## src/rtl/mrna_lane_sequencer_if.sv

```systemverilog
// Control and status bundle between a lane sequencer and its host.
// The slave side is the sequencer; the master side drives start/abort.
interface mrna_lane_sequencer_if;
    logic       start;
    logic       abort;
    logic       cells_in_ctl;
    logic       cells_out_ctl;
    logic       push_ctl;
    logic       lysis_in_ctl;
    logic       lysis_out_ctl;
    logic       beads_ctl;
    logic       sep_ctl;
    logic       sieve_ctl;
    logic       waste_ctl;
    logic       collect_ctl;
    logic [2:0] pump;
    logic       busy;
    logic       done;
    logic       aborted;
    logic [2:0] state;

    modport master (
        output start, abort,
        input  cells_in_ctl, cells_out_ctl, push_ctl, lysis_in_ctl, lysis_out_ctl,
               beads_ctl, sep_ctl, sieve_ctl, waste_ctl, collect_ctl,
               pump, busy, done, aborted, state
    );

    modport slave (
        input  start, abort,
        output cells_in_ctl, cells_out_ctl, push_ctl, lysis_in_ctl, lysis_out_ctl,
               beads_ctl, sep_ctl, sieve_ctl, waste_ctl, collect_ctl,
               pump, busy, done, aborted, state
    );
endinterface

```

## src/rtl/mrna_lane_sequencer.sv

```systemverilog
// Pneumatic valve sequencer for one mRNA isolation lane:
// load -> lyse -> mix -> bind -> sieve -> collect, valve bit 1 = closed.
module mrna_lane_sequencer #(
    parameter int unsigned FILL_CYCLES  = 1000,
    parameter int unsigned PHASE_CYCLES = 50,
    parameter int unsigned MIX_ROUNDS   = 20,
    parameter int unsigned BIND_ROUNDS  = 10,
    parameter int unsigned DRAIN_CYCLES = 2000
) (
    input  logic                  clk,
    input  logic                  rst,
    mrna_lane_sequencer_if.slave  bus
);
    localparam int unsigned MIX_DWELL  = MIX_ROUNDS * 6 * PHASE_CYCLES;
    localparam int unsigned BIND_DWELL = BIND_ROUNDS * 6 * PHASE_CYCLES;
    localparam int unsigned MAX_A      = (FILL_CYCLES > MIX_DWELL) ? FILL_CYCLES : MIX_DWELL;
    localparam int unsigned MAX_B      = (BIND_DWELL > DRAIN_CYCLES) ? BIND_DWELL : DRAIN_CYCLES;
    localparam int unsigned MAX_DWELL  = (MAX_A > MAX_B) ? MAX_A : MAX_B;
    localparam int unsigned CNT_W      = $clog2(MAX_DWELL + 1);
    localparam int unsigned PH_W       = $clog2(PHASE_CYCLES + 1);

    if (FILL_CYCLES == 0 || PHASE_CYCLES == 0 || MIX_ROUNDS == 0 ||
        BIND_ROUNDS == 0 || DRAIN_CYCLES == 0) begin : g_param_check
        $error("mrna_lane_sequencer: all timing parameters must be non-zero");
    end

    typedef enum logic [2:0] {
        S_IDLE    = 3'd0,
        S_LOAD    = 3'd1,
        S_LYSE    = 3'd2,
        S_MIX     = 3'd3,
        S_BIND    = 3'd4,
        S_SIEVE   = 3'd5,
        S_COLLECT = 3'd6,
        S_DONE    = 3'd7
    } state_t;

    state_t            state_q, state_n;
    logic [CNT_W-1:0]  cnt_q, cnt_n, dwell_last;
    logic [PH_W-1:0]   pcnt_q, pcnt_n;
    logic [2:0]        pidx_q, pidx_n;
    logic              abort_take;

    function automatic logic [2:0] pump_of(input logic [2:0] idx);
        case (idx)
            3'd0:    pump_of = 3'b101;
            3'd1:    pump_of = 3'b100;
            3'd2:    pump_of = 3'b110;
            3'd3:    pump_of = 3'b010;
            3'd4:    pump_of = 3'b011;
            3'd5:    pump_of = 3'b001;
            default: pump_of = 3'b111;
        endcase
    endfunction

    // Last count value of the current state's dwell
    always_comb begin
        dwell_last = '0;
        case (state_q)
            S_LOAD, S_LYSE:     dwell_last = CNT_W'(FILL_CYCLES - 1);
            S_MIX:              dwell_last = CNT_W'(MIX_DWELL - 1);
            S_BIND:             dwell_last = CNT_W'(BIND_DWELL - 1);
            S_SIEVE, S_COLLECT: dwell_last = CNT_W'(DRAIN_CYCLES - 1);
            default:            dwell_last = '0;
        endcase
    end

    // Next state; counters fall back to zero on every state change or abort
    always_comb begin
        state_n    = state_q;
        cnt_n      = '0;
        pcnt_n     = '0;
        pidx_n     = '0;
        abort_take = 1'b0;
        case (state_q)
            S_IDLE: if (bus.start && !bus.abort) state_n = S_LOAD;
            S_DONE: state_n = S_IDLE;
            default: begin
                if (bus.abort) begin
                    state_n    = S_IDLE;
                    abort_take = 1'b1;
                end else if (cnt_q == dwell_last) begin
                    state_n = state_t'(3'(state_q) + 3'd1);
                end else begin
                    cnt_n = cnt_q + CNT_W'(1);
                    if (state_q == S_MIX || state_q == S_BIND) begin
                        if (pcnt_q == PH_W'(PHASE_CYCLES - 1)) begin
                            pidx_n = (pidx_q == 3'd5) ? 3'd0 : pidx_q + 3'd1;
                        end else begin
                            pcnt_n = pcnt_q + PH_W'(1);
                            pidx_n = pidx_q;
                        end
                    end
                end
            end
        endcase
    end

    always_ff @(posedge clk or posedge rst) begin
        if (rst) begin
            state_q           <= S_IDLE;
            cnt_q             <= '0;
            pcnt_q            <= '0;
            pidx_q            <= '0;
            bus.cells_in_ctl  <= 1'b1;
            bus.cells_out_ctl <= 1'b1;
            bus.push_ctl      <= 1'b1;
            bus.lysis_in_ctl  <= 1'b1;
            bus.lysis_out_ctl <= 1'b1;
            bus.beads_ctl     <= 1'b1;
            bus.sep_ctl       <= 1'b1;
            bus.sieve_ctl     <= 1'b1;
            bus.waste_ctl     <= 1'b1;
            bus.collect_ctl   <= 1'b1;
            bus.pump          <= 3'b111;
            bus.busy          <= 1'b0;
            bus.done          <= 1'b0;
            bus.aborted       <= 1'b0;
            bus.state         <= 3'd0;
        end else begin
            state_q           <= state_n;
            cnt_q             <= cnt_n;
            pcnt_q            <= pcnt_n;
            pidx_q            <= pidx_n;
            bus.cells_in_ctl  <= !(state_n == S_LOAD);
            bus.cells_out_ctl <= !(state_n == S_LOAD);
            bus.push_ctl      <= !(state_n == S_SIEVE || state_n == S_COLLECT);
            bus.lysis_in_ctl  <= !(state_n == S_LYSE);
            bus.lysis_out_ctl <= !(state_n == S_LYSE);
            bus.beads_ctl     <= !(state_n == S_BIND);
            bus.sep_ctl       <= !(state_n == S_BIND);
            bus.sieve_ctl     <= !(state_n == S_SIEVE || state_n == S_COLLECT);
            bus.waste_ctl     <= !(state_n == S_SIEVE);
            bus.collect_ctl   <= !(state_n == S_COLLECT);
            bus.pump          <= (state_n == S_MIX || state_n == S_BIND) ? pump_of(pidx_n) : 3'b111;
            bus.busy          <= (state_n != S_IDLE);
            bus.done          <= (state_n == S_DONE);
            bus.aborted       <= abort_take;
            bus.state         <= 3'(state_n);
        end
    end
endmodule

```

## src/flat_wrapper.sv

```systemverilog
// flat-port wrapper written by rule: the top's interface ports become plain ports
module mrna_lane_sequencer_flat 
#(
    parameter int unsigned FILL_CYCLES  = 1000,
    parameter int unsigned PHASE_CYCLES = 50,
    parameter int unsigned MIX_ROUNDS   = 20,
    parameter int unsigned BIND_ROUNDS  = 10,
    parameter int unsigned DRAIN_CYCLES = 2000
)
  (clk, rst, bus_start, bus_abort, bus_cells_in_ctl, bus_cells_out_ctl, bus_push_ctl, bus_lysis_in_ctl, bus_lysis_out_ctl, bus_beads_ctl, bus_sep_ctl, bus_sieve_ctl, bus_waste_ctl, bus_collect_ctl, bus_pump, bus_busy, bus_done, bus_aborted, bus_state);
  mrna_lane_sequencer_if bus_i ();
  input  logic clk;
  input  logic rst;
  input wire logic [$bits(bus_i.start)-1:0] bus_start;
  input wire logic [$bits(bus_i.abort)-1:0] bus_abort;
  output wire logic [$bits(bus_i.cells_in_ctl)-1:0] bus_cells_in_ctl;
  output wire logic [$bits(bus_i.cells_out_ctl)-1:0] bus_cells_out_ctl;
  output wire logic [$bits(bus_i.push_ctl)-1:0] bus_push_ctl;
  output wire logic [$bits(bus_i.lysis_in_ctl)-1:0] bus_lysis_in_ctl;
  output wire logic [$bits(bus_i.lysis_out_ctl)-1:0] bus_lysis_out_ctl;
  output wire logic [$bits(bus_i.beads_ctl)-1:0] bus_beads_ctl;
  output wire logic [$bits(bus_i.sep_ctl)-1:0] bus_sep_ctl;
  output wire logic [$bits(bus_i.sieve_ctl)-1:0] bus_sieve_ctl;
  output wire logic [$bits(bus_i.waste_ctl)-1:0] bus_waste_ctl;
  output wire logic [$bits(bus_i.collect_ctl)-1:0] bus_collect_ctl;
  output wire logic [$bits(bus_i.pump)-1:0] bus_pump;
  output wire logic [$bits(bus_i.busy)-1:0] bus_busy;
  output wire logic [$bits(bus_i.done)-1:0] bus_done;
  output wire logic [$bits(bus_i.aborted)-1:0] bus_aborted;
  output wire logic [$bits(bus_i.state)-1:0] bus_state;
  assign bus_i.start = bus_start;
  assign bus_i.abort = bus_abort;
  assign bus_cells_in_ctl = bus_i.cells_in_ctl;
  assign bus_cells_out_ctl = bus_i.cells_out_ctl;
  assign bus_push_ctl = bus_i.push_ctl;
  assign bus_lysis_in_ctl = bus_i.lysis_in_ctl;
  assign bus_lysis_out_ctl = bus_i.lysis_out_ctl;
  assign bus_beads_ctl = bus_i.beads_ctl;
  assign bus_sep_ctl = bus_i.sep_ctl;
  assign bus_sieve_ctl = bus_i.sieve_ctl;
  assign bus_waste_ctl = bus_i.waste_ctl;
  assign bus_collect_ctl = bus_i.collect_ctl;
  assign bus_pump = bus_i.pump;
  assign bus_busy = bus_i.busy;
  assign bus_done = bus_i.done;
  assign bus_aborted = bus_i.aborted;
  assign bus_state = bus_i.state;
  mrna_lane_sequencer #(.FILL_CYCLES(FILL_CYCLES), .PHASE_CYCLES(PHASE_CYCLES), .MIX_ROUNDS(MIX_ROUNDS), .BIND_ROUNDS(BIND_ROUNDS), .DRAIN_CYCLES(DRAIN_CYCLES)) u_core (.clk(clk), .rst(rst), .bus(bus_i));
endmodule
```

## config.mk

```make
export PLATFORM = sky130hd
export DESIGN_NAME = mrna_lane_sequencer_flat
export DESIGN_NICKNAME = d
export VERILOG_FILES = /design/src/rtl/mrna_lane_sequencer_if.sv /design/src/rtl/mrna_lane_sequencer.sv /design/src/flat_wrapper.sv
export SDC_FILE = /design/constraint.sdc
export NUM_CORES = 1
export LEC_CHECK = 0
export CORE_ASPECT_RATIO = 0.75
export CORE_MARGIN = 5
export CORE_UTILIZATION = 50
export DETAILED_ROUTE_END_ITERATION = 12
export GPL_TIMING_DRIVEN = 0
export HOLD_SLACK_MARGIN = 0.03
export PLACE_DENSITY_LB_ADDON = 0.25
export SYNTH_ARGS = -nofsm -noshare
export SYNTH_HDL_FRONTEND = slang
export SYNTH_SLANG_ARGS = --single-unit
```

## constraint.sdc

```tcl
create_clock -name clk -period 2.5 [get_ports clk]
set_input_delay 0.625 -clock clk [delete_from_list [all_inputs] [get_ports clk]]
set_output_delay 0.625 -clock clk [all_outputs]
set_load 0.03 [all_outputs]
```

==> impl_metrics.env, run 1 <==
export IMPL_status="complete, but fails checks"
export IMPL_violations="negative setup slack"
export IMPL_area_growth_pct=33.31
export IMPL_synth_ff_latch_count=37
export IMPL_num_antenna_cells=0
export IMPL_drtIter0Drc=128
export IMPL_ir_drop_mv=0.4611
export IMPL_place_inst=296
export IMPL_synthTopCellsByArea="dfrtp_1, dfstp_2, nor2_1, ha_1, xnor2_1"
export IMPL_groute_usage_overall_pct=17.40
export IMPL_grt_overflow_total=0
export IMPL_cts_path_max_buffers=2
export IMPL_avgViaCountPerCell=5.583
export IMPL_path_clk_slew_ps=70
export IMPL_clkSinkCount=37
export IMPL_h_tree_depth=2
export IMPL_drv_cap=0
export IMPL_required_ps=2710
export IMPL_post_route_min_period_ps=2586
export IMPL_fmax_ghz=0.3867
export IMPL_finalHoldViolations=0
export IMPL_final_common_cell="nor2_1"
export IMPL_cts_buffers=5
export IMPL_fin_nets=270
export IMPL_worstSetupStartpointType="flip-flop"
export IMPL_chipHeight_microns=65.52
export IMPL_drive_gt1_share_pct=30.89
export IMPL_io_pins=23
export IMPL_hp_class="flip-flop to flip-flop"
export IMPL_grt_pass1_vias=1672
export IMPL_design_area_sq_um=2739
export IMPL_critPathLaunch="u_core.bus.state[0]"
export IMPL_dp_hpwl_microns=2991
export IMPL_drc=0
export IMPL_grt_max_degree=38
export IMPL_p_per_area_nw_per_um2=951.0
export IMPL_yosysUniqueCellTypes=45
export IMPL_drt_wl_total_microns=4698
export IMPL_ys_warn_count=0
export IMPL_clk_latency_ps=290
export IMPL_core_area_sq_um=4004
export IMPL_crit_end="u_core.bus.pump[1]"
export IMPL_worstReg2RegStart="u_core.bus.state[0]"
export IMPL_reg2reg_to="u_core.bus.pump[1]"
export IMPL_fillers=311
export IMPL_num_rows=20
export IMPL_hp_start="u_core.pcnt_q[0]"
export IMPL_synth_cells=219
export IMPL_gp_congestion=0.8341
export IMPL_path_class="flip-flop to flip-flop"
export IMPL_yosysTopAreaCellShare_pct=34.10
export IMPL_finalClockSkew_ps=4.492
export IMPL_min_period_over_period_pct=103.4
export IMPL_die_area_sq_um=5504
export IMPL_ant_nets=0
export IMPL_setup_viol=17
export IMPL_final_cell_mix="nor2_1, dfrtp_1, clkdlybuf4s50_1, buf_4"
export IMPL_syn_avg_cell_area_sq_um=9.381
export IMPL_yosysTopAreaCell="dfrtp_1"
export IMPL_critPathCaptureType="flip-flop"
export IMPL_p_leak_uw=0.001074
export IMPL_maxSlewHeadroom_pct=50.69
export IMPL_fin_util_pct=68.41
export IMPL_worst_pin_slew_ps=738.5
export IMPL_start_util_pct=51.31
export IMPL_rsz0062_at_grt="yes"
export IMPL_routedWlPerCell_microns=14.96
export IMPL_vias=1753
export IMPL_cts_root_buf="clkbuf_8"
export IMPL_reg2regPathDepth=10
export IMPL_die_x_microns=84.02
export IMPL_dr_pass1_iters=4
export IMPL_cts_tree="built"
export IMPL_grt_pass1_wl_microns=7714
export IMPL_io_buffers=22
export IMPL_slew_viol_final=0
export IMPL_syn_nets=231
export IMPL_r2r_slack_ps=-90
export IMPL_dpl_worst_slack_ps=-275.7
export IMPL_ys_seq_area_share_pct=45.62
export IMPL_antenna_found_initial=0
export IMPL_crit_arrival_ps=2790
export IMPL_crit_fanout=6
export IMPL_synth_area_sq_um=2054
export IMPL_fin_ws_ps=-86.07
export IMPL_finalNonFillerCells=314
export IMPL_placed_area_sq_um=2391
per-layer routing:
metal / global-route usage (%) / wire length (microns)
met1: 23.77 / 2172
met2: 28.17 / 2175
met3: 3.634 / 285
met4: 5.020 / 65
met5: 0 / 0
cells in the mapped netlist, drive strengths merged:
cell	number
o21ai	6
xnor2	9
and2	1
nand4	8
xor2	8
a2111oi	1
o221a	1
o22ai	3
and3	4
a21oi	6
a32oi	1
nand3	12
nor2	37
nand2	12
or4b	1
a31oi	2
o2111ai	1
ha	8
nor4	1
dfrtp	28
nor3	11
nor2b	1
a211o	1
or3	2
o211ai	1
nand2b	2
a211oi	6
nor4b	1
and4	5
dfstp	9
o22a	2
clkbuf	2
or2	1
a311oi	1
inv	15
buf	9
worst min path at each step:
stage / depth (start not counted) / end / slack (ps)
floorplan: 1 / u_core.pcnt_q[0] / 460
global placement: 1 / u_core.pcnt_q[0] / 480
detailed placement: 1 / u_core.pcnt_q[0] / 490
CTS: 1 / u_core.pcnt_q[0] / 500
global route: 1 / u_core.pcnt_q[0] / 530
finish: 1 / u_core.pcnt_q[0] / 490
kinds of logic after synthesis:
family,synth area share (%)
and+or+nand+nor,24.54
DFF,45.62
buffers and inverters,6.639
xor gates and xnor gates,7.248
adders and majority gates,4.872
AOI/OAI and AO/OA,11.08
critical path: stages, from the launching register on:
cell and delay (ps):
dfrtp_2 480, ha_4 200, ha_4 180, xor2_1 140, or4b_4 510, nand4_1 200, a311oi_2 170, nor2_4 150
inv_4 70, a211oi_4 280, o22ai_1 110
through the flow:
stage	setup TNS (ps)	power [uW]	hold slack [ps]
floorplan	-288.2	1471	455.7
global placement	-2956	1703	475.8
detailed placement	-3496	1728	486.6
CTS	-170.8	2479	497.1
global route	-2529	2727	530.8
finish	-731.9	2605	494.8
sequential cells by signal, summed over array words and instances, names as in the netlist, 3 cells and up:
register	count
u_core.pidx_q	3
u_core.bus.pump	3
u_core.bus.state	3
u_core.pcnt_q	6
u_core.cnt_q	13
power by group:
part	switching (uW)	internal (uW)	total, uW
clock network	215	396	611
logic	704	553	1260
registers	64.8	672	736
what timing repair did:
| action | 4_1_cts | 5_1_grt |
|---|---|---|
| pin swaps | 10 | 9 |
| endpoints found under the setup margin | 28 | 28 |
| hold endpoints to repair | 0 | 0 |
| gates resized for setup | 13 | 19 |
| hold buffers | 0 | 0 |
| buffers inserted | 12 | 1 |
layout make-up:
type / instances / area (sq um) / area share, %
repair buffers: 35 / 317.8 / 11.60
clock buffers: 5 / 68.82 / 2.513
inverters: 15 / 65.06 / 2.376
flip-flops and latches: 37 / 940.9 / 34.35
well taps: 55 / 68.82 / 2.513
multi-input cells: 156 / 1152 / 42.07
plain buffers: 8 / 60.06 / 2.193
clock inverters: 3 / 65.06 / 2.376
Note: power is estimated with default switching activity, not from simulation.
==> inputs of run 2 (changes only) <==
Settings changed: SETUP_SLACK_MARGIN set to 0.05.
==> run 2 against run 1 <==
Effect of this change:
- the run still ends with negative setup slack left
- first-iteration DRC count up 12%
- critical path depth is 1 higher
- flip-flop and latch count stayed put
- clock skew rose by 2.0 ps
- global-route usage fell by 0.37 points
- utilization is 1.0 points higher
- worst hold slack got worse by 8.3 ps
- non-clock buffer count is 2 higher
- register-to-register slack lost 70 ps
- critical endpoint is now u_core.bus.push_ctl
==> impl_metrics.env, run 2 (synthesized netlist as in run 1, its figures left out) <==
export IMPL_status="complete, but fails checks"
export IMPL_violations="negative setup slack"
export IMPL_placed_area_sq_um=2391
export IMPL_path_cells="inv_4, ha_4, or2_4, or4b_4, and4_4, a32oi_1, and3_1, buf_6, inv_4, and3_4, o21ai_2"
export IMPL_postCtsHoldBufs=0
export IMPL_regMostFlops="u_core.cnt_q"
export IMPL_dr_pass1_iters=4
export IMPL_drc=0
export IMPL_crit_path_frequent_cell="inv_4"
export IMPL_area_growth_pct=35.26
export IMPL_clkSinkCount=37
export IMPL_min_period_over_period_pct=106.2
export IMPL_post_route_min_period_ps=2655
export IMPL_drv_cap=0
export IMPL_finalClockSkew_ps=6.500
export IMPL_start_util_pct=51.31
export IMPL_grt_pass1_vias=1644
export IMPL_p_leak_uw=0.001091
export IMPL_io_buffers=22
export IMPL_design_area_sq_um=2779
export IMPL_path_class="flip-flop to flip-flop"
export IMPL_p_per_area_nw_per_um2=980.6
export IMPL_final_cell_mix="nor2_1, dfrtp_1, clkdlybuf4s50_1, buf_4, nand2_1"
export IMPL_rsz0062_at_grt="yes"
export IMPL_r2r_slack_ps=-150
export IMPL_top_regs="u_core.cnt_q: 13 flops, u_core.pcnt_q: 6 flops"
export IMPL_ir_drop_mv=0.4847
export IMPL_groute_usage_overall_pct=17.03
export IMPL_path_clk_slew_ps=70
export IMPL_final_common_cell="nor2_1"
export IMPL_slew_viol_final=0
export IMPL_cts_path_max_buffers=2
export IMPL_num_rows=20
export IMPL_core_area_sq_um=4004
export IMPL_critPathCaptureType="flip-flop"
export IMPL_cts_tree="built"
export IMPL_worstSetupStartpointType="flip-flop"
export IMPL_fin_util_pct=69.41
export IMPL_clk_latency_ps=290
export IMPL_grt_pass1_wl_microns=7472
export IMPL_crit_path_top_delay_cell="or4b_4"
export IMPL_crit_arrival_ps=2870
export IMPL_fin_nets=272
export IMPL_fmax_ghz=0.3767
export IMPL_crit_fanout=6
export IMPL_grt_max_degree=38
export IMPL_die_area_sq_um=5504
export IMPL_cts_root_buf="clkbuf_8"
export IMPL_worst_pin_slew_ps=815.2
export IMPL_drtIter0Drc=143
export IMPL_max_stage_delay_ps=510
export IMPL_drive_gt1_share_pct=32.18
export IMPL_avgViaCountPerCell=5.503
export IMPL_setup_viol=12
export IMPL_maxSlewHeadroom_pct=45.32
export IMPL_chipHeight_microns=65.52
export IMPL_routedWlPerCell_microns=14.86
export IMPL_h_tree_depth=2
export IMPL_required_ps=2710
export IMPL_num_antenna_cells=0
export IMPL_die_x_microns=84.02
export IMPL_largest_reg_flops=13
export IMPL_vias=1739
export IMPL_ant_nets=0
export IMPL_io_pins=23
export IMPL_antenna_found_initial=0
export IMPL_dp_hpwl_microns=2879
export IMPL_drt_wl_total_microns=4695
export IMPL_fillers=290
export IMPL_finalHoldViolations=0
export IMPL_fin_ws_ps=-154.9
export IMPL_grt_overflow_total=0
export IMPL_cts_buffers=5
export IMPL_hp_class="flip-flop to flip-flop"
export IMPL_gp_congestion=0.8247
## run 2: repair_timing
item                                    in CTS  in global routing
resized for setup                           16                 24
pin swaps                                   11                  9
buffers inserted                            10                  4
endpoints found under the setup margin      31                 31
hold endpoints to repair                     0                  0
## run 2: worst paths after layout
| path | startpoint | to | depth (start not counted) |
|---|---|---|---|
| max reg2reg | u_core.bus.state[0] | u_core.bus.push_ctl | 11 |
| max in group asynchronous | rst | u_core.bus.state[0] | 2 |
| min | u_core.pcnt_q[0] | u_core.pcnt_q[0] | 1 |
| max | u_core.bus.state[0] | u_core.bus.push_ctl | 11 |
| min reg2reg | u_core.pcnt_q[0] | u_core.pcnt_q[0] | 1 |
| min in group asynchronous | rst | u_core.cnt_q[0] | 2 |
## run 2: critical path: cells and delay by family (launching register included)
kind	cells	cell delay, ps
simple gates	5	1300
flops	1	490
compound gates	2	330
buf+inv	3	260
fa+ha+maj	1	190
## run 2: final cells by class
type	count	area, sq um	area share [%]
inverter	15	63.81	2.296
buffer	9	71.32	2.566
timing repair buffer	36	325.3	11.71
tap	55	68.82	2.476
multi-input combinational	156	1192	42.91
clock buffer	7	86.33	3.107
clock inverter	1	30.03	1.081
sequential	37	940.9	33.86
## run 2: routing by layer
layer | wire length [microns] | track usage, %
met1 | 2137 | 22.90
met2 | 2072 | 26.88
met3 | 360 | 4.637
met4 | 125 | 5.422
met5 | 0 | 0
## run 2: power breakdown
part	leakage, uW	internal (uW)	switching, uW	total (uW)
combinational	0.000556	684	764	1450
sequential	0.000476	671	72.6	744
clock	0.0000585	325	208	533
total	0.00109	1680	1040	2720
## run 2: per-stage QoR
step	total power, uW	setup slack [ps]	setup TNS [ps]	hold WS (ps)	instances
finish	2725	-154.9	-1166	486.5	316
global route	2849	-216.6	-2061	512.8	316
CTS	2412	-60.76	-242.1	488.8	313
detailed placement	1720	-226.2	-3024	478.9	296
global placement	1706	-214.4	-2888	475.7	296
floorplan	1471	-63.77	-288.2	455.7	219
